===== config.mk =====
export PLATFORM = sky130hd
export DESIGN_NAME = ddr_sa_offset_cal_ctrl
export DESIGN_NICKNAME = d
export VERILOG_FILES = /design/src/rtl/ddr_sa_offset_cal_ctrl.sv
export SDC_FILE = /design/constraint.sdc
export NUM_CORES = 1
export LEC_CHECK = 0
export CORE_ASPECT_RATIO = 1.1
export CORE_UTILIZATION = 44
export CTS_CLUSTER_DIAMETER = 50
export DETAILED_ROUTE_END_ITERATION = 6
export GPL_ROUTABILITY_DRIVEN = 0
export GPL_TIMING_DRIVEN = 0
export SYNTH_ARGS = -nofsm -noshare
export SYNTH_HDL_FRONTEND = slang
export SYNTH_SLANG_ARGS = --single-unit

===== constraint.sdc =====
create_clock -name i_clk -period 3.75 [get_ports i_clk]
set_input_delay 0.75 -clock i_clk [delete_from_list [all_inputs] [get_ports i_clk]]
set_output_delay 0.75 -clock i_clk [all_outputs]
set_load 0.005 [all_outputs]

===== src/rtl/ddr_sa_offset_cal_ctrl.sv =====
// Sense-amp offset calibration sequencer: sweeps both phases from -MAX to +MAX and locks each at its first majority-vote 0->1 flip.
// Optional DDR_SA_CAL_SYNC_EN puts a 2-flop synchronizer on each raw data input (default: single sampling flop).

module ddr_sa_offset_cal_phase #(
  parameter int CODE_W   = 4,
  parameter int SAMPLE_N = 16,
  parameter int ONES_W   = $clog2(SAMPLE_N + 1)
) (
  input  logic              clk,
  input  logic              rst,
  input  logic              clr,
  input  logic              load,
  input  logic              sample,
  input  logic              eval,
  input  logic              k_zero,
  input  logic              sweep_end,
  input  logic              advance,
  input  logic [CODE_W-1:0] step_code,
  input  logic              step_dir,
  input  logic              data,
  output logic              lock_nxt,
  output logic [CODE_W-1:0] code,
  output logic              dir,
  output logic              fail
);
  localparam logic [CODE_W-1:0] MAX      = '1;
  localparam logic [ONES_W:0]   HALF_THR = (ONES_W + 1)'(SAMPLE_N);

  logic              data_s;
  logic [ONES_W-1:0] ones;
  logic              locked;
  logic              dec;

`ifdef DDR_SA_CAL_SYNC_EN
  logic [1:0] sync_q;
  always_ff @(posedge clk) begin
    if (rst) sync_q <= '0;
    else     sync_q <= {sync_q[0], data};
  end
  assign data_s = sync_q[1];
`else
  logic data_q;
  always_ff @(posedge clk) begin
    if (rst) data_q <= 1'b0;
    else     data_q <= data;
  end
  assign data_s = data_q;
`endif

  // ones*2 >= SAMPLE_N, so an exact half counts as a 1 decision
  assign dec      = {ones, 1'b0} >= HALF_THR;
  assign lock_nxt = locked | dec;

  always_ff @(posedge clk) begin
    if (rst || clr) begin
      ones   <= '0;
      locked <= 1'b0;
      fail   <= 1'b0;
      code   <= '0;
      dir    <= 1'b1;
    end else if (load) begin
      ones   <= '0;
      locked <= 1'b0;
      fail   <= 1'b0;
      code   <= MAX;
      dir    <= 1'b0;
    end else begin
      if (sample) ones <= ones + {{(ONES_W-1){1'b0}}, data_s};
      if (eval) begin
        ones <= '0;
        if (!locked && dec) begin
          locked <= 1'b1;
          // a 1 already at the most-negative code means no real transition exists
          if (k_zero) begin
            fail <= 1'b1;
            code <= '0;
            dir  <= 1'b1;
          end
        end else if (!locked && sweep_end) begin
          fail <= 1'b1;
          code <= '0;
          dir  <= 1'b1;
        end else if (!locked && advance) begin
          code <= step_code;
          dir  <= step_dir;
        end
      end
    end
  end
endmodule

module ddr_sa_offset_cal_ctrl #(
  parameter int CODE_W     = 4,
  parameter int SETTLE_CYC = 8,
  parameter int SAMPLE_N   = 16
) (
  input  logic              i_clk,
  input  logic              i_rst,
  input  logic              i_start,
  input  logic              i_abort,
  input  logic              i_data_0,
  input  logic              i_data_180,
  output logic              o_sa_cal_en,
  output logic [CODE_W-1:0] o_cal_code_0,
  output logic              o_cal_dir_0,
  output logic [CODE_W-1:0] o_cal_code_180,
  output logic              o_cal_dir_180,
  output logic              o_busy,
  output logic              o_done,
  output logic              o_fail_0,
  output logic              o_fail_180
);
  localparam int              NUM_PH = 2;
  localparam int              K_W    = CODE_W + 1;
  localparam logic [K_W-1:0]  MAX_K  = K_W'((1 << CODE_W) - 1);
  localparam logic [K_W-1:0]  K_LAST = K_W'(2 * ((1 << CODE_W) - 1));
  localparam logic [7:0]      SET_LAST = 8'(SETTLE_CYC - 1);
  localparam logic [7:0]      SMP_LAST = 8'(SAMPLE_N - 1);

  localparam logic [2:0] ST_IDLE   = 3'd0;
  localparam logic [2:0] ST_SETTLE = 3'd1;
  localparam logic [2:0] ST_SAMPLE = 3'd2;
  localparam logic [2:0] ST_EVAL   = 3'd3;
  localparam logic [2:0] ST_DONE   = 3'd4;

`ifdef DDR_SA_CAL_SYNC_EN
  if (SETTLE_CYC < 3) begin : g_settle_chk
    $error("SETTLE_CYC must be >= 3 when the data synchronizer is enabled");
  end
`endif

  logic [2:0]                     state, state_nxt;
  logic [7:0]                     cnt;
  logic [K_W-1:0]                 k, kn;
  logic                           start_req, abort_req, eval, all_lock;
  logic                           sweep_end, advance, busy_nxt;
  logic [CODE_W-1:0]              step_code;
  logic                           step_dir;
  logic [NUM_PH-1:0]              data, lock_nxt, dir_q, fail_q;
  logic [NUM_PH-1:0][CODE_W-1:0]  code_q;

  assign data      = {i_data_180, i_data_0};
  assign abort_req = i_abort && (state != ST_IDLE);
  assign start_req = i_start && !i_abort && (state == ST_IDLE || state == ST_DONE);
  assign eval      = (state == ST_EVAL);
  assign all_lock  = &lock_nxt;
  assign sweep_end = eval && !all_lock && (k == K_LAST);
  assign advance   = eval && !all_lock && (k != K_LAST);

  // signed step value for the next index: v = (k+1) - MAX as magnitude/direction
  assign kn = k + K_W'(1);
  always_comb begin
    step_code = '0;
    step_dir  = 1'b1;
    if (kn >= MAX_K) begin
      step_code = CODE_W'(kn - MAX_K);
      step_dir  = 1'b1;
    end else begin
      step_code = CODE_W'(MAX_K - kn);
      step_dir  = 1'b0;
    end
  end

  always_comb begin
    state_nxt = state;
    case (state)
      ST_IDLE, ST_DONE: if (start_req) state_nxt = ST_SETTLE;
      ST_SETTLE:        if (cnt == SET_LAST) state_nxt = ST_SAMPLE;
      ST_SAMPLE:        if (cnt == SMP_LAST) state_nxt = ST_EVAL;
      ST_EVAL:          state_nxt = (all_lock || k == K_LAST) ? ST_DONE : ST_SETTLE;
      default:          state_nxt = ST_IDLE;
    endcase
    if (abort_req) state_nxt = ST_IDLE;
  end

  assign busy_nxt = (state_nxt == ST_SETTLE) || (state_nxt == ST_SAMPLE) || (state_nxt == ST_EVAL);

  always_ff @(posedge i_clk) begin
    if (i_rst) begin
      state       <= ST_IDLE;
      cnt         <= '0;
      k           <= '0;
      o_busy      <= 1'b0;
      o_sa_cal_en <= 1'b0;
      o_done      <= 1'b0;
    end else begin
      state       <= state_nxt;
      cnt         <= (state_nxt != state || !busy_nxt) ? '0 : cnt + 8'd1;
      o_busy      <= busy_nxt;
      o_sa_cal_en <= busy_nxt;
      o_done      <= (state_nxt == ST_DONE);
      if (start_req)    k <= '0;
      else if (advance) k <= kn;
    end
  end

  for (genvar p = 0; p < NUM_PH; p++) begin : g_ph
    ddr_sa_offset_cal_phase #(
      .CODE_W   (CODE_W),
      .SAMPLE_N (SAMPLE_N)
    ) u_ph (
      .clk       (i_clk),
      .rst       (i_rst),
      .clr       (abort_req),
      .load      (start_req),
      .sample    (state == ST_SAMPLE),
      .eval      (eval),
      .k_zero    (k == '0),
      .sweep_end (sweep_end),
      .advance   (advance),
      .step_code (step_code),
      .step_dir  (step_dir),
      .data      (data[p]),
      .lock_nxt  (lock_nxt[p]),
      .code      (code_q[p]),
      .dir       (dir_q[p]),
      .fail      (fail_q[p])
    );
  end

  assign o_cal_code_0   = code_q[0];
  assign o_cal_dir_0    = dir_q[0];
  assign o_fail_0       = fail_q[0];
  assign o_cal_code_180 = code_q[1];
  assign o_cal_dir_180  = dir_q[1];
  assign o_fail_180     = fail_q[1];
endmodule


==> results of run 1 <==
## worst max-delay path, cell delays in order (launching register included)
cell       delay [ps]
dfxtp_1           330
buf_2             200
inv_1             140
ha_1              370
or2_0             240
a221o_1           380
a31o_4            280
a2111oi_0         390
or3_1             160
## sequential cells by signal, summed over array words and instances (netlist names), 2 cells and up
name	flops
cnt	8
g_ph.u_ph.code	8
g_ph.u_ph.data_q	2
g_ph.u_ph.dir	2
g_ph.u_ph.fail	2
g_ph.u_ph.locked	2
g_ph.u_ph.ones	10
k	5
state	3
## layer usage
layer  part of all wire  up-vias  track usage
li1                   -     1048            -
met3              0.030        6       0.0343
met5                  0        -            0
met2               0.50       33        0.332
met1               0.46      951        0.247
met4              0.013        0       0.0706
## synth_stat cells, types with 3 or more instances
library cell | n | area, um^2
dfxtp_1 | 44 | 881
nor2_1 | 42 | 158
a21oi_1 | 20 | 100
nand2_1 | 20 | 75.1
o21ai_0 | 12 | 60.1
xor2_1 | 10 | 87.6
ha_1 | 9 | 113
nand3_1 | 9 | 45.0
nand4_1 | 9 | 56.3
xnor2_1 | 9 | 78.8
buf_2 | 8 | 40.0
inv_1 | 7 | 26.3
clkbuf_1 | 6 | 22.5
nor3_1 | 6 | 30.0
or3_1 | 6 | 37.5
nor2b_1 | 5 | 31.3
and3_1 | 4 | 25.0
a31oi_1 | 3 | 18.8
mux2i_1 | 3 | 30.0
nand2b_1 | 3 | 18.8
## cell families after synthesis
kind of cell               synth area share
and+or+nand+nor                       0.287
AOI/OAI and AO/OA                     0.157
DFF                                   0.373
buffers and inverters                0.0408
xor gates and xnor gates             0.0705
adders and majority gates            0.0477
muxes                                0.0233
## placed cells by master (no fill, tap or decap), types with 6 or more instances in the layout
cell type / instances
nor2_1: 42
inv_1: 7
clkbuf_8: 6
nand3_1: 9
or3_1: 6
dfxtp_1: 44
clkdlybuf4s50_1: 18
nor3_1: 6
ha_1: 9
a21oi_1: 20
nand2_1: 20
nand4_1: 9
o21ai_0: 12
buf_2: 8
clkbuf_1: 8
xor2_1: 10
xnor2_1: 9
## stage by stage
step                      utilization  instance area (um^2)
after floorplan                     -                  2360
after global placement          0.516                  2630
after detailed placement        0.516                  2630
after CTS                       0.533                  2720
after global routing            0.533                  2720
final                           0.533                  2720
## power by group
part | switching (mW) | internal [mW]
registers | 0.00596 | 0.479
clock network | 0.154 | 0.150
logic | 0.0351 | 0.0393
total | 0.195 | 0.668
## area by class of cell
| class | instances | area [um^2] |
|---|---|---|
| buffer | 15 | 70.1 |
| clock buffer | 8 | 90.1 |
| fill | 518 | 2380 |
| inverter | 7 | 26.3 |
| multi-input combinational | 216 | 1380 |
| sequential | 44 | 881 |
| tap | 72 | 90.1 |
| timing repair buffer | 18 | 180 |
## final timing paths
check / start / end / slack, ps / depth (start not counted)
worst max-delay path: k[0]$_SDFFE_PP0P_ / g_ph[1].u_ph.code[3]$_SDFFE_PP0P_ / 1190 / 8
worst min-delay path: cnt[0]$_SDFF_PP0_ / cnt[0]$_SDFF_PP0_ / 460 / 1
worst max register to register: k[0]$_SDFFE_PP0P_ / g_ph[1].u_ph.code[3]$_SDFFE_PP0P_ / 1190 / 8
worst min register to register: cnt[0]$_SDFF_PP0_ / cnt[0]$_SDFF_PP0_ / 460 / 1
==> summary.md, run 1 <==
| Metric | Value |
|---|---|
| Outcome | complete, no violations |
| Die area | 5660 um^2 |
| Ant diodes | 0 |
| Synth Cell Area | 2360 um^2 |
| Root Driver | clkbuf_8 |
| Worst rel slew slack | 0.573 |
| Syn Inst Count | 282 |
| DRC | 0 |
| Ports | 21 |
| Leak | 1.01 nW |
| First DRT Iteration DRCs | 76 |
| Synth-to-Final Area Change | 15.3% |
| Max VDD drop | 0.234 mV |
| Final Hold Vio Count | 0 |
| Share of post-route cells with drive strength above 1 | 0.101 |
| Slew Viols, Final | 0 |
| Setup TNS | 0 ps |
| Number of synthesized register bits | 44 |
| Maximum number of pins on one net before global-route repair | 13 |
| Cell variety after synth | 54 |
| Hold-fix buffers, CTS | 0 |
| MaxCap Viol Count | 0 |
| Worst path required time | 4000 ps |
| Max FO, Critical Path | 8 |
| Core area | 5100 um^2 |
| CTS max path bufs | 2 |
| I/O Buffers | 18 |
| H-tree depth | 2 |
| PwrDens | 317 nW/um^2 |
| Setup Fix Bufs, Post-CTS | 0 |
| Fin crit share | 0.682 |
| CP arrival | 2800 ps |
| Initial antenna violation count | 0 |
| WL per Instance | 13.4 um |
| Initial Util | 0.463 |
| Vias | 2038 |
| Post_cts resized | 0 |
| Num CTS Buffers | 5 |
| Syn nets | 297 |
| CTS tree | done |
| Tot Pwr | 0.863 mW |
| Worst-Margin Slew | 637 ps |
| Min Hold Slack | 463 ps |
| Register area share after synthesis | 0.373 |
| Chip height | 78.8 um |
| Die W | 71.8 um |
| Fmax | 0.391 GHz |
| Detailed placer's ending HPWL | 3.75 mm |
| Setup ws final | 1190 ps |
| Routed wire length | 5.10 mm |
| Final setup viols | 0 |
| Worst Setup Start Kind | flip-flop |
| EDFF count, synth | 0 |
| Post-layout min period | 2560 ps |
| Layout Skew | 9.71 ps |
| Layout Nets | 322 |
| Post-Layout Cell Count | 380 |
| Rows | 27 |
| Clk Latency, worst-skew pair | 300 ps |
| Async SR Flop Fraction | 0 |
| GRT Util Overall | 0.195 |
| Yosys warning total | 0 |
| Top_reg_cell synth | dfxtp_1 |
| Vias in the first global route | 1839 |
| Cell count after placement | 372 |
| DP Worst Slack | 986 ps |
| Clock-pin slew on the worst setup and hold paths | 80 ps |
| Clock Sinks | 44 |
| Critical path capture point type | flip-flop |
| First-pass GRT wire length | 8.63 mm |
| ANT nets after route | 0 |
| RSZ-0062 raised after global routing | no |
| Detailed Routing Iterations Pass 1 | 4 |
| Syn Area/Cell | 8.37 um^2 |
| Grt ovf | 0 |
| Via/cell ratio | 5.36 |
| Hold WC Path Type | flip-flop to flip-flop |
| Crit path kind | flip-flop to flip-flop |
(Power assumes the default switching activity.)
==> inputs of run 2 (changes only) <==
Clock period 3.75 ns to 2.6 ns, I/O delays scaled along.
==> summary.md, run 2 (synthesized netlist as in run 1, its figures left out) <==
| Metric | Value |
|---|---|
| Outcome | complete, no violations |
| Layout Nets | 322 |
| Detailed Routing Iterations Pass 1 | 4 |
| Maximum number of pins on one net before global-route repair | 13 |
| Hold Path Origin | cnt[0]$_SDFF_PP0_ |
| Final setup viols | 0 |
| Layout Skew | 9.19 ps |
| Ant diodes | 0 |
| Worst rel slew slack | 0.567 |
| DRC | 0 |
| Slew Viols, Final | 0 |
| Hold-fix buffers, CTS | 0 |
| Final Hold Vio Count | 0 |
| Setup TNS | 0 ps |
| Final Cell Area | 2740 um^2 |
| Clock-pin slew on the worst setup and hold paths | 80 ps |
| CP arrival | 2610 ps |
| Max FO, Critical Path | 8 |
| Worst Hold Endpoint | cnt[0]$_SDFF_PP0_ |
| Num CTS Buffers | 5 |
| R2R Setup Slk | 170 ps |
| Biggest regs | g_ph.u_ph.ones (10), cnt (8), g_ph.u_ph.code (8) |
| Fin crit share | 0.933 |
| Vias in the first global route | 1839 |
| Vias | 2061 |
| I/O Buffers | 18 |
| FF-to-FF End | g_ph[1].u_ph.code[3]$_SDFFE_PP0P_ |
| Clk Latency, worst-skew pair | 300 ps |
| Grt ovf | 0 |
| MaxCap Viol Count | 0 |
| First DRT Iteration DRCs | 76 |
| Clock Sinks | 44 |
| Routed wire length | 5.18 mm |
| Most common cell after layout, fill and taps aside | dfxtp_1 |
| Detailed placer's ending HPWL | 3.75 mm |
| WL per Instance | 13.6 um |
| Core area | 5100 um^2 |
| Worst Setup Start Kind | flip-flop |
| RSZ-0062 raised after global routing | no |
| Worst Path Buf+Inv | 2 |
| CTS max path bufs | 2 |
| Filler instances | 515 |
| R2R cell count | 8 |
| CTS tree | done |
| Die area | 5660 um^2 |
| Multi-input gate area | 1400 um^2 |
| Chip height | 78.8 um |
| Setup Fix Bufs, Post-CTS | 0 |
| Post-layout min period | 2430 ps |
| Max reg flops | 10 |
| H-tree depth | 2 |
| Crit path max-delay family | simple AND/OR/NAND/NOR gates |
| FF+latch area | 881 um^2 |
| Most flops, register | g_ph.u_ph.ones |
| Die W | 71.8 um |
| Max VDD drop | 0.338 mV |
| Fmax | 0.412 GHz |
| Cell at the slowest stage of the critical path | a221o_1 |
| Rows | 27 |
| Hold Path Cell Cnt | 1 |
| Via/cell ratio | 5.42 |
| Commonest non-fill, non-tap cells in the layout | dfxtp_1 (44), nor2_1 (42), nand2_1 (20), a21oi_1 (20), clkdlybuf4s50_1 (18) |
| Cell Chain, Critical Path | buf_2, inv_1, ha_4, or2_0, a221o_1, a31o_4, and4_4, or3_1 |
| Leak | 1.01 nW |
| First-pass GRT wire length | 8.63 mm |
| Synth-to-Final Area Change | 16.1% |
| Worst-Margin Slew | 647 ps |
| Root Driver | clkbuf_8 |
| FF-to-FF Start | k[0]$_SDFFE_PP0P_ |
| ANT nets after route | 0 |
| Initial antenna violation count | 0 |
| Hold WC Path Type | flip-flop to flip-flop |
| DP Worst Slack | 65.9 ps |
| GRT Util Overall | 0.195 |
| Crit path kind | flip-flop to flip-flop |
| PwrDens | 456 nW/um^2 |
| Critical path capture point type | flip-flop |
| Placed cell areas | 2630 um^2 |
| Share of post-route cells with drive strength above 1 | 0.107 |
| Initial Util | 0.463 |
| CP max stage delay | 380 ps |
| Setup ws final | 174 ps |
| Ports | 21 |
| Tot Pwr | 1.25 mW |
| Worst path required time | 2790 ps |
-- run 2: cell counts in the layout (fill, tap and decap cells not counted) --
Identical to the previous run, type by type.
-- run 2: worst max path at each step --
stage	from	end	cells past startpoint
after floorplan	k[0]$_SDFFE_PP0P_	g_ph[1].u_ph.code[3]$_SDFFE_PP0P_	8
after global placement	i_start	cnt[5]$_SDFF_PP0_	6
after detailed placement	i_start	cnt[6]$_SDFF_PP0_	6
after CTS	k[0]$_SDFFE_PP0P_	g_ph[1].u_ph.code[3]$_SDFFE_PP0P_	8
after global routing	k[0]$_SDFFE_PP0P_	cnt[3]$_SDFF_PP0_	8
final	k[0]$_SDFFE_PP0P_	g_ph[1].u_ph.code[3]$_SDFFE_PP0P_	8
-- run 2: worst reg2reg max path, cell delays in order, from the launching register on --
cell and delay [ps]:
dfxtp_1 330, buf_2 200, inv_1 170, ha_4 270
or2_0 220, a221o_1 380, a31o_4 280, and4_4 150
or3_1 330
-- run 2: report_power, final --
| group | internal [mW] | leakage [nW] | total [mW] | switching [mW] |
|---|---|---|---|---|
| registers | 0.690 | 0.357 | 0.699 | 0.00860 |
| clock network | 0.217 | 0.0455 | 0.442 | 0.225 |
| logic | 0.0568 | 0.612 | 0.108 | 0.0512 |
-- run 2: layout make-up --
class	instances	share of cell area
multi-input cells	216	0.512
flip-flops and latches	44	0.321
repair buffers	18	0.0658
clock buffers	8	0.0329
well taps	72	0.0329
plain buffers	15	0.0256
inverters	7	0.00959
-- run 2: routing by layer --
layer  GRT usage  wire [um]  vias to the layer above
li1            -          -                     1049
met1       0.247       2400                      968
met2       0.332       2530                       37
met3      0.0343        172                        7
met4      0.0706         71                        0
met5           0          0                        -
-- run 2: timing repair --
action / 4_1_cts / 5_1_grt
endpoints found under the setup margin: 0 / 1
resized for setup: 0 / 3
hold endpoints to repair: 0 / 0
-- run 2: through the flow --
stage	hold WS (ps)	cells	util
after floorplan	434	282	-
after global placement	452	372	0.516
after detailed placement	454	372	0.516
after CTS	470	380	0.533
after global routing	486	380	0.537
final	463	380	0.537
